<file path="src/rtl/mos6502s_ea_sequencer.sv">
// 6502-style effective-address sequencer.
// Fetches operand/pointer bytes over a ready-gated read port and forms the EA.
module mos6502s_ea_sequencer (
  input  logic        clk,
  input  logic        rst,
  input  logic        start,
  input  logic [2:0]  mode,
  input  logic [15:0] pc,
  input  logic [7:0]  x,
  input  logic [7:0]  y,
  input  logic [7:0]  mem_data,
  input  logic        mem_rdy,
  output logic        mem_rd,
  output logic [15:0] mem_addr,
  output logic        busy,
  output logic        done,
  output logic [15:0] ea,
  output logic        page_cross,
  output logic [1:0]  operand_len,
  output logic        load_full,
  output logic [15:0] latch_addr
);

  localparam logic [2:0] M_ZP   = 3'd0;
  localparam logic [2:0] M_ZPX  = 3'd1;
  localparam logic [2:0] M_ABS  = 3'd2;
  localparam logic [2:0] M_ABSX = 3'd3;
  localparam logic [2:0] M_ABSY = 3'd4;
  localparam logic [2:0] M_INDX = 3'd5;
  localparam logic [2:0] M_INDY = 3'd6;
  localparam logic [2:0] M_IND  = 3'd7;

  typedef enum logic [2:0] {
    S_IDLE,
    S_OP_LO,
    S_OP_HI,
    S_PTR_LO,
    S_PTR_HI,
    S_FINISH
  } state_t;

  state_t      state;
  state_t      nxt;
  logic [2:0]  mode_r;
  logic [15:0] pc_r;
  logic [7:0]  x_r;
  logic [7:0]  y_r;
  logic [7:0]  b0;
  logic [7:0]  lo;

  logic [7:0]  idx;
  logic        idx_mode;
  logic [15:0] base;
  logic [15:0] sum;
  logic [7:0]  zp_x;
  logic [15:0] fin_ea;
  logic        fin_pc;
  logic [1:0]  fin_len;
  logic [15:0] nxt_addr;

  // Next state, next read address and the EA result if this read finishes.
  always_comb begin
    idx      = 8'h00;
    idx_mode = 1'b0;
    case (mode_r)
      M_ABSX: begin
        idx      = x_r;
        idx_mode = 1'b1;
      end
      M_ABSY, M_INDY: begin
        idx      = y_r;
        idx_mode = 1'b1;
      end
      default: begin
        idx      = 8'h00;
        idx_mode = 1'b0;
      end
    endcase

    base = (state == S_PTR_HI) ? {mem_data, lo}
                               : {mem_data, b0};
    sum  = base + {8'h00, idx};
    zp_x = mem_data + x_r;

    if (state == S_OP_LO) begin
      fin_ea = (mode_r == M_ZPX) ? {8'h00, zp_x}
                                 : {8'h00, mem_data};
    end else begin
      fin_ea = sum;
    end
    fin_pc = idx_mode && (state != S_OP_LO) &&
             (sum[15:8] != base[15:8]);

    case (mode_r)
      M_ABS, M_ABSX, M_ABSY, M_IND: fin_len = 2'd2;
      default:                      fin_len = 2'd1;
    endcase

    nxt      = state;
    nxt_addr = 16'h0000;
    case (state)
      S_OP_LO: begin
        case (mode_r)
          M_ZP, M_ZPX: nxt = S_FINISH;
          M_INDX: begin
            nxt      = S_PTR_LO;
            nxt_addr = {8'h00, zp_x};
          end
          M_INDY: begin
            nxt      = S_PTR_LO;
            nxt_addr = {8'h00, mem_data};
          end
          default: begin
            nxt      = S_OP_HI;
            nxt_addr = pc_r + 16'd1;
          end
        endcase
      end
      S_OP_HI: begin
        if (mode_r == M_IND) begin
          nxt      = S_PTR_LO;
          nxt_addr = {mem_data, b0};
        end else begin
          nxt = S_FINISH;
        end
      end
      S_PTR_LO: begin
        // high byte is kept: zero page for INDX/INDY, JMP page-wrap bug for IND
        nxt      = S_PTR_HI;
        nxt_addr = {mem_addr[15:8], mem_addr[7:0] + 8'd1};
      end
      S_PTR_HI: nxt = S_FINISH;
      default:  nxt = state;
    endcase
  end

  // Sequencer state and all registered outputs.
  always_ff @(posedge clk) begin
    if (rst) begin
      state       <= S_IDLE;
      mode_r      <= 3'd0;
      pc_r        <= 16'h0000;
      x_r         <= 8'h00;
      y_r         <= 8'h00;
      b0          <= 8'h00;
      lo          <= 8'h00;
      mem_rd      <= 1'b0;
      mem_addr    <= 16'h0000;
      busy        <= 1'b0;
      done        <= 1'b0;
      ea          <= 16'h0000;
      page_cross  <= 1'b0;
      operand_len <= 2'd0;
      load_full   <= 1'b0;
      latch_addr  <= 16'h0000;
    end else begin
      unique case (state)
        S_IDLE: begin
          if (start) begin
            state    <= S_OP_LO;
            mode_r   <= mode;
            pc_r     <= pc;
            x_r      <= x;
            y_r      <= y;
            mem_rd   <= 1'b1;
            mem_addr <= pc;
            busy     <= 1'b1;
          end
        end
        S_OP_LO, S_OP_HI, S_PTR_LO, S_PTR_HI: begin
          if (mem_rdy) begin
            if (state == S_OP_LO)  b0 <= mem_data;
            if (state == S_PTR_LO) lo <= mem_data;
            state <= nxt;
            if (nxt == S_FINISH) begin
              mem_rd      <= 1'b0;
              mem_addr    <= 16'h0000;
              done        <= 1'b1;
              load_full   <= 1'b1;
              latch_addr  <= fin_ea;
              ea          <= fin_ea;
              page_cross  <= fin_pc;
              operand_len <= fin_len;
            end else begin
              mem_addr <= nxt_addr;
            end
          end
        end
        S_FINISH: begin
          state      <= S_IDLE;
          busy       <= 1'b0;
          done       <= 1'b0;
          load_full  <= 1'b0;
          latch_addr <= 16'h0000;
        end
        default: state <= S_IDLE;
      endcase
    end
  end

endmodule

</file>
<file path="config.mk">
export PLATFORM = sky130hd
export DESIGN_NAME = mos6502s_ea_sequencer
export DESIGN_NICKNAME = d
export VERILOG_FILES = /design/src/rtl/mos6502s_ea_sequencer.sv
export SDC_FILE = /design/constraint.sdc
export NUM_CORES = 1
export LEC_CHECK = 0
export CAP_MARGIN = 20
export CORE_MARGIN = 3
export CORE_UTILIZATION = 30
export DETAILED_ROUTE_END_ITERATION = 7
export SYNTH_ARGS = -nofsm -noshare
export SYNTH_HDL_FRONTEND = slang
export SYNTH_SLANG_ARGS = --single-unit
</file>
<file path="constraint.sdc">
create_clock -name clk -period 4.3 [get_ports clk]
set_input_delay 0.86 -clock clk [delete_from_list [all_inputs] [get_ports clk]]
set_output_delay 0.86 -clock clk [all_outputs]
set_load 0.02 [all_outputs]
</file>
==> reports/metrics.yaml <==
setup_slack_ns: 0.6887
synth_compound_area_share_pct: 24.50
clock_latency_ns: 0.37
io_pins: 102
grt_max_degree: 41
clk_pin_slew_ns: 0.08
hold_slack_ns: 0.4537
p_switching_mw: 0.9000
yosysUniqueCellTypes: 66
critical_path_arrival_ns: 3.87
ir_drop_uv: 152.8
maxSlewViolCount: 0
cts.sinks: 108
finalClockSkew_ns: 0.01215
rsz0062_at_grt: "no"
synth_top_family_by_area: "compound AO/OA/AOI/OAI gates"
vias: 5830
setup_violations: 0
synthXorXnorAreaFrac_pct: 5.667
combPwrFrac_pct: 25.5
avgSynthCellArea_sq_um: 7.905
finish.net_count: 894
htree_levels: 3
viasPerCell: 5.334
core_area_sq_um: 18960
ys.flop_type: "dfxtp_1"
dpl.hpwl_mm: 14.36
drt_iter0_drc: 536
clockRootBuffer: "clkbuf_16"
final_common_cell: "nand2_1"
ys_ff_latch: 108
grt_pass1_vias: 5570
leakage_nw: 2.800
area.growth.synth_to_final_pct: 27.03
min_period_ns: 3.611
drc: 0
fin_crit_sh_pct: 83.98
ctsResizeCount: 0
grt_pass1_wl_mm: 30.26
syn-num-nets: 809
drtPass1Iterations: 7
cts_made_buffers: 9
met3WireLength_mm: 1.183
maxCapViolations: 0
async_flop_share_pct: 0
tightest_slew_ns: 0.9630
antenna_found_initial: 0
max_slew_margin_pct: 35.25
hold_violations: 0
pre_cts_slack_ns: 0.6920
yosysSeqAreaShare_pct: 36.81
synth-simple-area-share_pct: 21.69
final_util_pct: 39.36
dr_wl_met2_mm: 8.711
synth_warnings: 0
die_w_um: 145.9
dpl-instance-area_sq_um: 7144
initial_core_util_pct: 30.98
die-height_um: 145.9
synth_fa_ha_area_share_pct: 4.303
top_layer_used: "met4"
power_frac_clock_pct: 32.2
internal_power_mw: 1.860
design_area_sq_um: 7461
netlist_area_sq_um: 5873
grt_overflow: 0
pwr-share-seq_pct: 42.2
clock_path_buffers: 2
diodes: 0
synth_edf_count: 0
wl_mm: 19.05
fmax_ghz: 0.2769
rows: 50
mostFrequentLayoutCells: "nand2_1 (137), dfxtp_1 (108), clkdlybuf4s50_1 (100)"
routabilityCongestion: 0.9589
hold_path.class: "register to register"
cp-start-kind: "register"
path_class: "register to register"
syn_inst: 743
cts_setup_buffers: 0
drt-met1-wl_mm: 8.715
cts_tree: "yes"
nFillCells: 1946
endpoint_kind: "register"
port_buffers: 101
p_sw_share_pct: 32.61
wire_per_inst_um: 17.43
cts.hold.buffers_added: 0
muxShareOfSynthArea_pct: 2.620
required_ns: 4.56
powerDensity_nw_per_um2: 370.0
fin_tns_setup_ns: 0
grt_use_total_pct: 17.68
ant_nets: 0
dieArea_sq_um: 21290
status: "finished clean"
final_layout_size_suffix_gt1_share_pct: 7.323
critPathMaxFanout: 12
==> per-layer routing <==
metal  global-route usage (%)  vias to the layer above
met2                    27.96                      207
met4                    6.125                        0
li1                         -                     2830
met1                    23.97                     2766
met5                        0                        -
met3                    3.675                       27
==> synthesized netlist by cell type (3+ instances only) <==
master / instances / area, sq um
and2_1: 4 / 25.02
nor3_1: 15 / 75.07
xor2_1: 12 / 105.1
o211ai_1: 4 / 30.03
buf_2: 9 / 45.04
inv_1: 7 / 26.28
clkbuf_1: 33 / 123.9
nand3_1: 17 / 85.08
mux2_2: 11 / 123.9
a211oi_1: 18 / 135.1
nor3b_1: 3 / 22.52
nand2b_1: 3 / 18.77
nor2b_1: 3 / 18.77
a22o_1: 8 / 70.07
nand2_1: 137 / 514.2
o21a_1: 4 / 30.03
nor2_1: 73 / 274.0
ha_1: 17 / 212.7
nand4_1: 5 / 31.28
a222oi_1: 12 / 120.1
o22ai_1: 4 / 25.02
a22oi_1: 6 / 45.04
and3_1: 10 / 62.56
o21ai_0: 35 / 175.2
nor2_2: 3 / 18.77
xnor2_1: 26 / 227.7
a311oi_1: 7 / 61.31
buf_4: 4 / 30.03
mux2i_1: 3 / 30.03
a31oi_1: 3 / 18.77
o31ai_1: 4 / 30.03
a21oi_1: 76 / 380.4
o221ai_1: 3 / 26.28
dfxtp_1: 108 / 2162
nor4b_1: 3 / 26.28
a21o_1: 13 / 97.59
==> power groups by stage <==
stage	Sequential, mW	Clock (mW)	Combinational [mW]
2_1_floorplan	1.22	0	0.371
3_3_place_gp	1.19	0	0.699
3_5_place_dp	1.19	0	0.701
4_1_cts	1.17	0.911	0.704
5_1_grt	1.18	0.950	0.769
6_report	1.17	0.890	0.705
==> cell type report <==
type | count | area [sq um] | share of cell area (%)
Sequential cell | 108 | 2162 | 28.98
Multi-Input combinational cell | 577 | 3452 | 46.27
Clock buffer | 10 | 239.0 | 3.203
Tap cell | 260 | 325.3 | 4.360
Timing Repair Buffer | 123 | 1171 | 15.70
Inverter | 9 | 33.78 | 0.4528
Clock inverter | 6 | 77.57 | 1.040
==> state kept, by name, summed over array words and instances (netlist names) <==
name         count
b0               8
load_full        1
pc_r            16
mem_addr        16
busy             1
lo               8
page_cross       1
y_r              8
mode_r           3
x_r              8
mem_rd           1
ea              16
state            3
latch_addr      16
operand_len      2
==> cells by family (layout without fill, tap and decap cells) <==
group,Yosys count,after routing
adder cells (fa/ha/maj),19,19
flip-flops,108,108
AND/OR/NAND/NOR,288,288
AO/OA/AOI/OAI,218,218
buffers and inverters,58,148
multiplexers,14,14
XOR/XNOR,38,38
==> per-stage QoR <==
| stage | std cells | total power, mW |
|---|---|---|
| after floorplan | 743 | 1.594 |
| after global placement | 1077 | 1.886 |
| after detailed placement | 1077 | 1.890 |
| after CTS | 1093 | 2.780 |
| after global routing | 1093 | 2.896 |
| final | 1093 | 2.760 |
==> worst max-delay path, stage by stage, from the launching register on <==
cell and delay [ns]:
dfxtp_1 0.60, inv_2 0.16, nor3_2 0.13, buf_4 0.20, mux2_2 0.35, ha_1 0.21, inv_1 0.08, fa_1 0.21
nor2b_1 0.07, o31ai_1 0.77, a21oi_1 0.21, xnor2_1 0.27, a2bb2oi_1 0.19, nor2_1 0.05
==> final timing paths <==
path                  startpoint        endpoint  depth (start not counted)  slack, ns
setup / recovery        state[2]   latch_addr[8]                         13       0.69
hold / removal    latch_addr[14]  latch_addr[14]                          1       0.45
setup reg to reg        state[2]   latch_addr[8]                         13       0.69
hold reg to reg   latch_addr[14]  latch_addr[14]                          1       0.45
Power figures use the tool's default switching activity.
